$ cat src/rtl/seq_divider_if.sv
// seq_divider_if: start/done handshake, operands and results of the iterative divider.
//   master : the requester. It drives start, signed_op, dividend and divisor.
//            It reads busy, done, div_by_zero, quotient, remainder and result.
//   slave  : the divider. It reads the request signals and drives the status and result signals.
//   WIDTH must match the WIDTH of the seq_divider that is connected.
interface seq_divider_if #(
   parameter int WIDTH = 32
);
   logic                 start;
   logic                 signed_op;
   logic [WIDTH-1:0]     dividend;
   logic [WIDTH-1:0]     divisor;
   logic                 busy;
   logic                 done;
   logic                 div_by_zero;
   logic [WIDTH-1:0]     quotient;
   logic [WIDTH-1:0]     remainder;
   logic [2*WIDTH-1:0]   result;

   modport master (
      output start, signed_op, dividend, divisor,
      input  busy, done, div_by_zero, quotient, remainder, result
   );

   modport slave (
      input  start, signed_op, dividend, divisor,
      output busy, done, div_by_zero, quotient, remainder, result
   );
endinterface

$ cat src/rtl/seq_divider.sv
// seq_divider: multi-cycle restoring integer divider for the Mini SRC ALU.
// The result is packed {remainder, quotient}. Z-high therefore loads HI and Z-low loads LO.
//
// Ports:
//   clock : system clock. All state updates on the rising edge.
//   clear : asynchronous, active-high reset.
//   dif   : seq_divider_if.slave. It carries start, signed_op, dividend and divisor (inputs)
//           and busy, done, div_by_zero, quotient, remainder and result (outputs).
//
// Build option:
//   DIV_SIGNED_EN : when defined, signed_op selects a two's-complement divide.
//                   When undefined, every divide is unsigned. Latency does not change.
//
// state  | meaning
// -------+------------------------------------------------------------
// IDLE   | waiting for start; results hold their last values
// CALC   | one restoring shift/subtract step per cycle, WIDTH steps
// FIX    | negate quotient/remainder according to the latched signs
// DONE   | publish results; done pulses on the following cycle
module seq_divider #(
   parameter  int WIDTH = 32,
   localparam int CNT_W = $clog2(WIDTH + 1)
) (
   input  logic        clock,
   input  logic        clear,
   seq_divider_if.slave dif
);

   localparam logic [1:0] S_IDLE = 2'd0;
   localparam logic [1:0] S_CALC = 2'd1;
   localparam logic [1:0] S_FIX  = 2'd2;
   localparam logic [1:0] S_DONE = 2'd3;

`ifdef DIV_SIGNED_EN
   localparam logic SIGNED_EN = 1'b1;
`else
   localparam logic SIGNED_EN = 1'b0;
`endif

   logic [1:0]       state;
   logic [CNT_W-1:0] cnt;
   logic [WIDTH-1:0] r_work;
   logic [WIDTH-1:0] q_work;
   logic [WIDTH-1:0] d_mag;
   logic             q_neg;
   logic             r_neg;
   logic             dz_pend;

   logic             signed_eff;
   logic             a_neg;
   logic             b_neg;
   logic [WIDTH-1:0] a_mag;
   logic [WIDTH-1:0] b_mag;
   logic [WIDTH:0]   r_shift;
   logic [WIDTH:0]   trial;

   assign signed_eff = dif.signed_op & SIGNED_EN;
   assign a_neg      = signed_eff & dif.dividend[WIDTH-1];
   assign b_neg      = signed_eff & dif.divisor[WIDTH-1];
   // The magnitude of the most-negative value is 2^(WIDTH-1). It still fits unsigned.
   assign a_mag      = a_neg ? -dif.dividend : dif.dividend;
   assign b_mag      = b_neg ? -dif.divisor  : dif.divisor;

   // The partial remainder is shifted with the next dividend bit from the top of q_work.
   // It is compared against the divisor in WIDTH+1 bits, so the carry-out acts as the sign.
   assign r_shift    = {r_work, q_work[WIDTH-1]};
   assign trial      = r_shift - {1'b0, d_mag};

   always_ff @(posedge clock or posedge clear) begin
      if (clear) begin
         state           <= S_IDLE;
         cnt             <= '0;
         r_work          <= '0;
         q_work          <= '0;
         d_mag           <= '0;
         q_neg           <= 1'b0;
         r_neg           <= 1'b0;
         dz_pend         <= 1'b0;
         dif.busy        <= 1'b0;
         dif.done        <= 1'b0;
         dif.div_by_zero <= 1'b0;
         dif.quotient    <= '0;
         dif.remainder   <= '0;
         dif.result      <= '0;
      end else begin
         dif.done <= 1'b0;
         case (state)
            S_IDLE: begin
               if (dif.start) begin
                  q_neg           <= a_neg ^ b_neg;
                  r_neg           <= a_neg;
                  cnt             <= CNT_W'(WIDTH);
                  dif.busy        <= 1'b1;
                  dif.div_by_zero <= 1'b0;
                  if (dif.divisor == '0) begin
                     // Divide by zero: all-ones quotient, raw dividend as remainder.
                     dz_pend <= 1'b1;
                     q_work  <= '1;
                     r_work  <= dif.dividend;
                     d_mag   <= '0;
                     state   <= S_DONE;
                  end else begin
                     dz_pend <= 1'b0;
                     q_work  <= a_mag;
                     r_work  <= '0;
                     d_mag   <= b_mag;
                     state   <= S_CALC;
                  end
               end
            end
            S_CALC: begin
               if (!trial[WIDTH]) begin
                  r_work <= trial[WIDTH-1:0];
                  q_work <= {q_work[WIDTH-2:0], 1'b1};
               end else begin
                  r_work <= r_shift[WIDTH-1:0];
                  q_work <= {q_work[WIDTH-2:0], 1'b0};
               end
               cnt <= cnt - CNT_W'(1);
               if (cnt == CNT_W'(1)) begin
                  state <= S_FIX;
               end
            end
            S_FIX: begin
               if (q_neg) q_work <= -q_work;
               if (r_neg) r_work <= -r_work;
               dif.busy <= 1'b0;
               state    <= S_DONE;
            end
            S_DONE: begin
               dif.quotient    <= q_work;
               dif.remainder   <= r_work;
               dif.result      <= {r_work, q_work};
               dif.div_by_zero <= dz_pend;
               dif.done        <= 1'b1;
               dif.busy        <= 1'b0;
               state           <= S_IDLE;
            end
            default: state <= S_IDLE;
         endcase
      end
   end

endmodule

$ cat src/flat_wrapper.sv
// flat-port wrapper written by rule: the top's interface ports become plain ports
module seq_divider_flat 
#(
   parameter  int WIDTH = 32,
   localparam int CNT_W = $clog2(WIDTH + 1)
)
  (clock, clear, dif_start, dif_signed_op, dif_dividend, dif_divisor, dif_busy, dif_done, dif_div_by_zero, dif_quotient, dif_remainder, dif_result);
  seq_divider_if #(.WIDTH(WIDTH)) dif_i ();
  input  logic clock;
  input  logic clear;
  input wire logic [$bits(dif_i.start)-1:0] dif_start;
  input wire logic [$bits(dif_i.signed_op)-1:0] dif_signed_op;
  input wire logic [$bits(dif_i.dividend)-1:0] dif_dividend;
  input wire logic [$bits(dif_i.divisor)-1:0] dif_divisor;
  output wire logic [$bits(dif_i.busy)-1:0] dif_busy;
  output wire logic [$bits(dif_i.done)-1:0] dif_done;
  output wire logic [$bits(dif_i.div_by_zero)-1:0] dif_div_by_zero;
  output wire logic [$bits(dif_i.quotient)-1:0] dif_quotient;
  output wire logic [$bits(dif_i.remainder)-1:0] dif_remainder;
  output wire logic [$bits(dif_i.result)-1:0] dif_result;
  assign dif_i.start = dif_start;
  assign dif_i.signed_op = dif_signed_op;
  assign dif_i.dividend = dif_dividend;
  assign dif_i.divisor = dif_divisor;
  assign dif_busy = dif_i.busy;
  assign dif_done = dif_i.done;
  assign dif_div_by_zero = dif_i.div_by_zero;
  assign dif_quotient = dif_i.quotient;
  assign dif_remainder = dif_i.remainder;
  assign dif_result = dif_i.result;
  seq_divider #(.WIDTH(WIDTH)) u_core (.clock(clock), .clear(clear), .dif(dif_i));
endmodule
$ cat config.mk
export PLATFORM = sky130hd
export DESIGN_NAME = seq_divider_flat
export DESIGN_NICKNAME = d
export VERILOG_FILES = /design/src/rtl/seq_divider_if.sv /design/src/rtl/seq_divider.sv /design/src/flat_wrapper.sv
export SDC_FILE = /design/constraint.sdc
export NUM_CORES = 1
export LEC_CHECK = 0
export CELL_PAD_IN_SITES_DETAIL_PLACEMENT = 1
export CELL_PAD_IN_SITES_GLOBAL_PLACEMENT = 2
export CORE_MARGIN = 8
export CORE_UTILIZATION = 33
export DETAILED_ROUTE_END_ITERATION = 10
export PLACE_DENSITY = 0.94
export SLEW_MARGIN = 20
export SYNTH_ARGS = -nofsm -noshare
export SYNTH_HDL_FRONTEND = slang
export SYNTH_SLANG_ARGS = --single-unit
$ cat constraint.sdc
create_clock -name clock -period 6.5 [get_ports clock]
set_clock_uncertainty 0.15 [all_clocks]
set_input_delay 1.3 -clock clock [delete_from_list [all_inputs] [get_ports clock]]
set_output_delay 1.3 -clock clock [all_outputs]
set_load 0.01 [all_outputs]
[After elaboration in Yosys (flattened, before gate mapping)]
Cells that the tools add are included.
Storage, ports and cells
  flip-flop bits (word level): 236
  bits of input ports: 68
  output and inout port bits: 131
  word-level logic and storage cells: 55
Cells by class
  $add $sub $neg: 2
  equality and inequality tests: 6
  multiplexer cells: 21
  bitwise logic cells: 1
  reduce and logical (&&, ||, !) cells: 13
Operators with widths (number)
  32-bit two-way mux: 6
  32-bit one-hot mux with 2 select lines: 2
  33-bit by 32-bit subtractor with 33-bit output: 1
  32-bit zero test: 1
  6-bit one-hot mux with 2 select lines: 1
  2-bit AND reduction: 5
  2-bit one-hot mux with 4 select lines: 1
  6-bit by 1-bit equality test with 1-bit output, second input constant: 1
  2-bit two-way mux: 3
  6-bit two-way mux: 1
  2-bit nonzero test: 3
  6-bit by 1-bit subtractor with 6-bit output, second input constant: 1
  1-bit two-way mux: 5
  2-bit equality test, second input constant: 2
  1-bit one-hot mux with 2 select lines: 2
  3-bit AND reduction: 1
  3-bit nonzero test: 1
  2-bit by 1-bit equality test with 1-bit output, second input constant: 1
  2-bit zero test: 1
  2-bit by 1-bit != test with 1-bit output, second input constant: 1
  2-bit != test, second input constant: 1
  2-bit OR reduction: 1
  1-bit inverter: 1

[Logic depth before layout (Yosys ltp)]
  word-level depth: 4
  depth in mapped cells: 13
  gate-level depth less buffers: 12

[Worst setup path after synthesis]
No wires, ideal clock.
  kind: flip-flop to flip-flop
  start point: reg u_core.q_work[31]
  end point: reg u_core.r_work[0]
  library setup time: 126 ps
  arrival: 2974 ps
  data required time: 6224 ps
  slack: 3250 ps
  cell stages (with the launch flop): 14
  path buffers: 1
  period minus slack after synthesis: 3250 ps
  cells stage by stage: dfrtp_1 > inv_1 > ha_1 > fa_1 > and2b_1 > o2111ai_1 > a21oi_2 > o2111ai_2 > a2111oi_4 > o21a_1 > or2_4 > buf_6 > o21ai_1 > a221o_1
On the way
  longest elaborated chain between the ends: 3
RTL lines
  from (decl): RTL line seq_divider.sv:43  | logic [WIDTH-1:0] q_work;
  from (signal assigned): RTL line seq_divider.sv:104  | q_work <= a_mag;
  from (signal assigned): RTL line seq_divider.sv:114  | q_work <= {q_work[WIDTH-2:0], 1'b1};
  from (signal assigned): RTL line seq_divider.sv:117  | q_work <= {q_work[WIDTH-2:0], 1'b0};
  33-bit by 32-bit subtractor with 33-bit output: RTL line seq_divider.sv:67  | assign trial = r_shift - {1'b0, d_mag};
  32-bit two-way mux *: RTL line seq_divider.sv:112  | if (!trial[WIDTH]) begin
  32-bit one-hot mux with 2 select lines *: RTL line seq_divider.sv:87  | case (state)
  to (signal assigned): RTL line seq_divider.sv:99  | r_work <= dif.dividend;
  to (signal assigned): RTL line seq_divider.sv:113  | r_work <= trial[WIDTH-1:0];
  to (signal assigned): RTL line seq_divider.sv:116  | r_work <= r_shift[WIDTH-1:0];
  to (decl): RTL line seq_divider.sv:42  | logic [WIDTH-1:0] r_work;
Mark *: on every way between the ends. The rest lies on a longest branch, timed or not.
A chain may end at the register's enable or synchronous reset.

[Final worst setup path]
  start point: reg u_core.q_work[31]
  end point: reg u_core.r_work[1]
On the way
  longest elaborated chain between the ends: 3
RTL lines (RTL line)
  33-bit by 32-bit subtractor with 33-bit output: seq_divider.sv:67
  32-bit two-way mux: seq_divider.sv:112
  32-bit one-hot mux with 2 select lines: seq_divider.sv:87
No other way between the ends.

==> flow_metrics.py <==
metrics = {
    "floorplan": {
        "fp-row-count": 64,
        "initial_core_util": 0.3310,
        "core-area_mm2": 0.03027,
        "die_area_mm2": 0.03620,
        "ioPinCount": 199,
        "dieWidth_um": 190.3,
        "die_h_um": 190.3,
    },
    "pwr": {
        "comb_power_share": 0.598,
        "p_int_mw": 4.362,
        "swShare": 0.4385,
        "ir_worst_vdd_mv": 0.2497,
        "power_frac_clock": 0.135,
        "switchingPower_mw": 3.406,
        "seq_power_share": 0.267,
        "p_per_area_mw_per_mm2": 622.4,
        "cellLeakagePower_nw": 5.413,
    },
    "global_route": {
        "antenna_found_initial": 2,
        "grt_pass1_wl_mm": 49.34,
        "grt_pass1_vias": 8590,
        "overflow": 0,
        "grt_max_degree": 99,
        "grt_use_total": 0.1717,
    },
    "final_layout": {
        "final_cell_area_mm2": 0.01248,
        "area_growth_syn_to_layout_pct": 24.56,
        "final_core_util": 0.4123,
        "nets": 1227,
        "layout-drive-gt1-share": 0.1405,
    },
    "cts": {
        "cts_max_path_buffers": 2,
        "postCtsSetupBuffers": 0,
        "clock_sinks": 172,
        "ctsHtreeMaxLevel": 4,
        "ctsHoldBuffers": 0,
        "ctsResizeCount": 0,
        "numCtsBuffers": 17,
        "path_clk_slew_ps": 70,
        "cts_tree": "yes",
        "clock_latency_ps": 440,
        "cts-root-buf": "clkbuf_16",
    },
    "critical_path": {
        "required_ps": 6660,
        "path_buf_inv": 1,
        "cp.arrival_ps": 4510,
        "r2r_end": "u_core.r_work[1]$_DFFE_PP0P_",
        "cp_max_fo": 21,
        "r2r-start": "u_core.q_work[31]$_DFFE_PP0P_",
        "cpMaxStageDelayCell": "o21a_1",
        "reg2reg_depth": 12,
        "critPathCaptureType": "register",
        "cp-start-kind": "register",
        "path_class": "reg -> reg",
        "rrSetupSlack_ps": 2160,
        "cpPeakStageDelay_ps": 570,
        "crit_chain": "inv_1, ha_1, fa_1, and2b_1, o2111ai_1, a21oi_2, o2111ai_2, a2111oi_4, o21a_1, or2_4, o21ai_1, a221o_1",
        "startpoint": "u_core.q_work[31]$_DFFE_PP0P_",
        "crit_family": "compound AO/OA/AOI/OAI gates",
    },
    "timing": {
        "slew_headroom": 0.2977,
        "final.min_clock_period_ps": 4342,
        "finalSetupTns_ps": 0,
        "rsz0062_at_grt": "no",
        "finalHoldViolations": 0,
        "max_freq_mhz": 230.3,
        "period_share": 0.6680,
        "slew_violations": 0,
        "worst_slew_pin_slew_ps": 1048,
        "finalSetupViolations": 0,
        "hold_slack_ps": 357.1,
    },
    "logic_synthesis": {
        "syn_inst": 1014,
        "seq_area_frac_synth": 0.4296,
        "synthSimpleGateAreaFrac": 0.1204,
        "synthMuxAreaShare": 0.1309,
        "synth_fa_ha_area_frac": 0.05070,
        "synth_cell_types": 70,
        "synth_compound_area_frac": 0.1623,
        "async_flop_share": 1.000,
        "ys_seq_elements": 172,
        "synth-edff-count": 0,
        "synth_top_family_by_area": "compound AO/OA/AOI/OAI gates",
        "synth_nets": 1122,
        "synth-xor-area-share": 0.02098,
        "ys_warn_count": 0,
        "synth_flop_cell": "dfrtp_1",
        "syn_area_mm2": 0.01002,
        "avgSynthCellArea_um2": 9.881,
    },
    "min_path": {
        "hold-path-cell-count": 1,
        "hold_end": "u_core.d_mag[3]$_DFFE_PP0P_",
        "hp-class": "reg -> reg",
        "min_from": "u_core.d_mag[3]$_DFFE_PP0P_",
    },
    "job": {
        "maxCapViolations": 0,
    },
    "placed_design": {
        "hpwl_mm": 22.94,
        "gp_congestion": 0.8116,
        "port_buffers": 197,
        "dpl_cell_area_mm2": 0.01188,
    },
    "routing": {
        "wl_per_cell_um": 20.29,
        "via_per_inst": 5.264,
        "ant_nets": 0,
        "num_vias": 8054,
        "dr.pass1.iters": 5,
        "wirelength_mm": 31.05,
        "route.detailed.drc": 0,
        "drt_iter0_drc": 475,
    },
    "outcome": {
        "status": "finished clean",
    },
}
[kinds of logic (layout without fill, tap and decap cells)]
family	count (synthesis)	in the layout
buf+inv	157	275
xor+xnor	24	24
other cells	0	2
mux	118	118
compound gates	256	256
flops	172	172
simple gates	247	247
fa+ha+maj	40	40
[area by class of cell]
cell class / instances / area, um2
clock buffers: 19 / 452.9
fillers: 3372 / 17790
multi-input cells: 685 / 4896
inverters: 39 / 151.4
diodes: 2 / 5.005
clock inverters: 13 / 138.9
well taps: 396 / 495.5
repair buffers: 204 / 2037
flip-flops and latches: 172 / 4304
[registers in the layout (all words and copies together), names as in the netlist]
register                cells
u_core.dz_pend              1
u_core.cnt                  6
u_core.dif.result          63
u_core.dif.remainder        1
u_core.dif.done             1
u_core.dif.busy             1
u_core.state                2
u_core.dif.div_by_zero      1
u_core.q_work              32
u_core.d_mag               32
u_core.r_work              32
[synth_stat cells (4+ instances only)]
master    number  area, um2
nand4_1        4      25.02
o21ai_0       87      435.4
a21o_1        18      135.1
a211oi_1       5      37.54
o21a_1         7      52.55
nor2_1        28      105.1
nand2b_1       5      31.28
o22a_1         6      52.55
ha_1          39      488.0
a21oi_1       60      300.3
xnor2_1       15      131.4
buf_4         66      495.5
mux2i_1       20      200.2
nand3_1       11      55.05
nor2b_1       10      62.56
o21ai_1        7      35.03
nor4_1        11      68.82
nand2_1      104      390.4
inv_1         39      146.4
and3_1        12      75.07
xor2_1         9      78.83
nor3_1        16      80.08
or3_1         34      212.7
mux2_2        96       1081
clkbuf_1      41      153.9
a31oi_1       11      68.82
buf_1          8      30.03
dfrtp_1      172       4304
[per-stage QoR]
| step | instances | total power, mW | worst slack (ps) |
|---|---|---|---|
| after floorplan | 1014 | 5.267 | 389.9 |
| after global placement | 1496 | 6.564 | 2049 |
| after detailed placement | 1496 | 6.736 | 2296 |
| after CTS | 1528 | 7.835 | 2216 |
| after global routing | 1530 | 8.368 | 2000 |
| final | 1530 | 7.768 | 2158 |
[power groups by stage]
| stage | clock [mW] | combinational (mW) | sequential (mW) |
|---|---|---|---|
| 4_1_cts | 1.07 | 4.69 | 2.08 |
| 2_1_floorplan | 0 | 3.28 | 1.99 |
| 3_5_place_dp | 0 | 4.64 | 2.10 |
| 5_1_grt | 1.11 | 5.10 | 2.15 |
| 6_report | 1.05 | 4.64 | 2.08 |
| 3_3_place_gp | 0 | 4.50 | 2.06 |
[layout by cell type (no fill, tap or decap), types with 5 or more instances in the layout]
cell type	Yosys	routed
nand2_1	104	104
nor3_1	16	14
o22a_1	6	6
a21oi_1	60	60
or3_1	34	33
inv_1	39	38
nand2b_1	5	5
nand3_1	11	11
o21ai_1	7	7
ha_1	39	37
buf_4	66	6
a21o_1	18	18
xor2_1	9	9
xnor2_1	15	15
nor2b_1	10	10
dfrtp_1	172	172
clkdlybuf4s50_1	0	197
nor2_1	28	27
a31oi_1	11	11
mux2_2	96	96
o21a_1	7	7
mux2i_1	20	20
a211oi_1	5	5
and3_1	12	12
o21ai_0	87	87
nor4_1	11	11
clkbuf_16	0	17
[metal layers]
metal  track usage  vias to the layer above  share of wire
met2        0.2753                      195           0.47
met3       0.03200                       39          0.045
met1        0.2311                     4048           0.47
li1              -                     3772              -
met5             0                        -              0
met4       0.05609                        0          0.024
[worst max path at each step]
| stage | cells after the start | to | slack, ps |
|---|---|---|---|
| after global routing | 12 | u_core.r_work[1]$_DFFE_PP0P_ | 2000 |
| after detailed placement | 12 | u_core.r_work[0]$_DFFE_PP0P_ | 2300 |
| after CTS | 12 | u_core.r_work[1]$_DFFE_PP0P_ | 2220 |
| final | 12 | u_core.r_work[1]$_DFFE_PP0P_ | 2160 |
| after floorplan | 1 | u_core.cnt[0]$_DFFE_PP0P_ | 390 |
| after global placement | 8 | u_core.r_work[30]$_DFFE_PP0P_ | 2050 |
[worst reg2reg max path, stage by stage (launching register included)]
cell	delay, ps
dfrtp_1	410
inv_1	80
ha_1	220
fa_1	390
and2b_1	280
o2111ai_1	160
a21oi_2	240
o2111ai_2	280
a2111oi_4	520
o21a_1	570
or2_4	480
o21ai_1	100
a221o_1	330
Power figures use the tool's default switching activity.
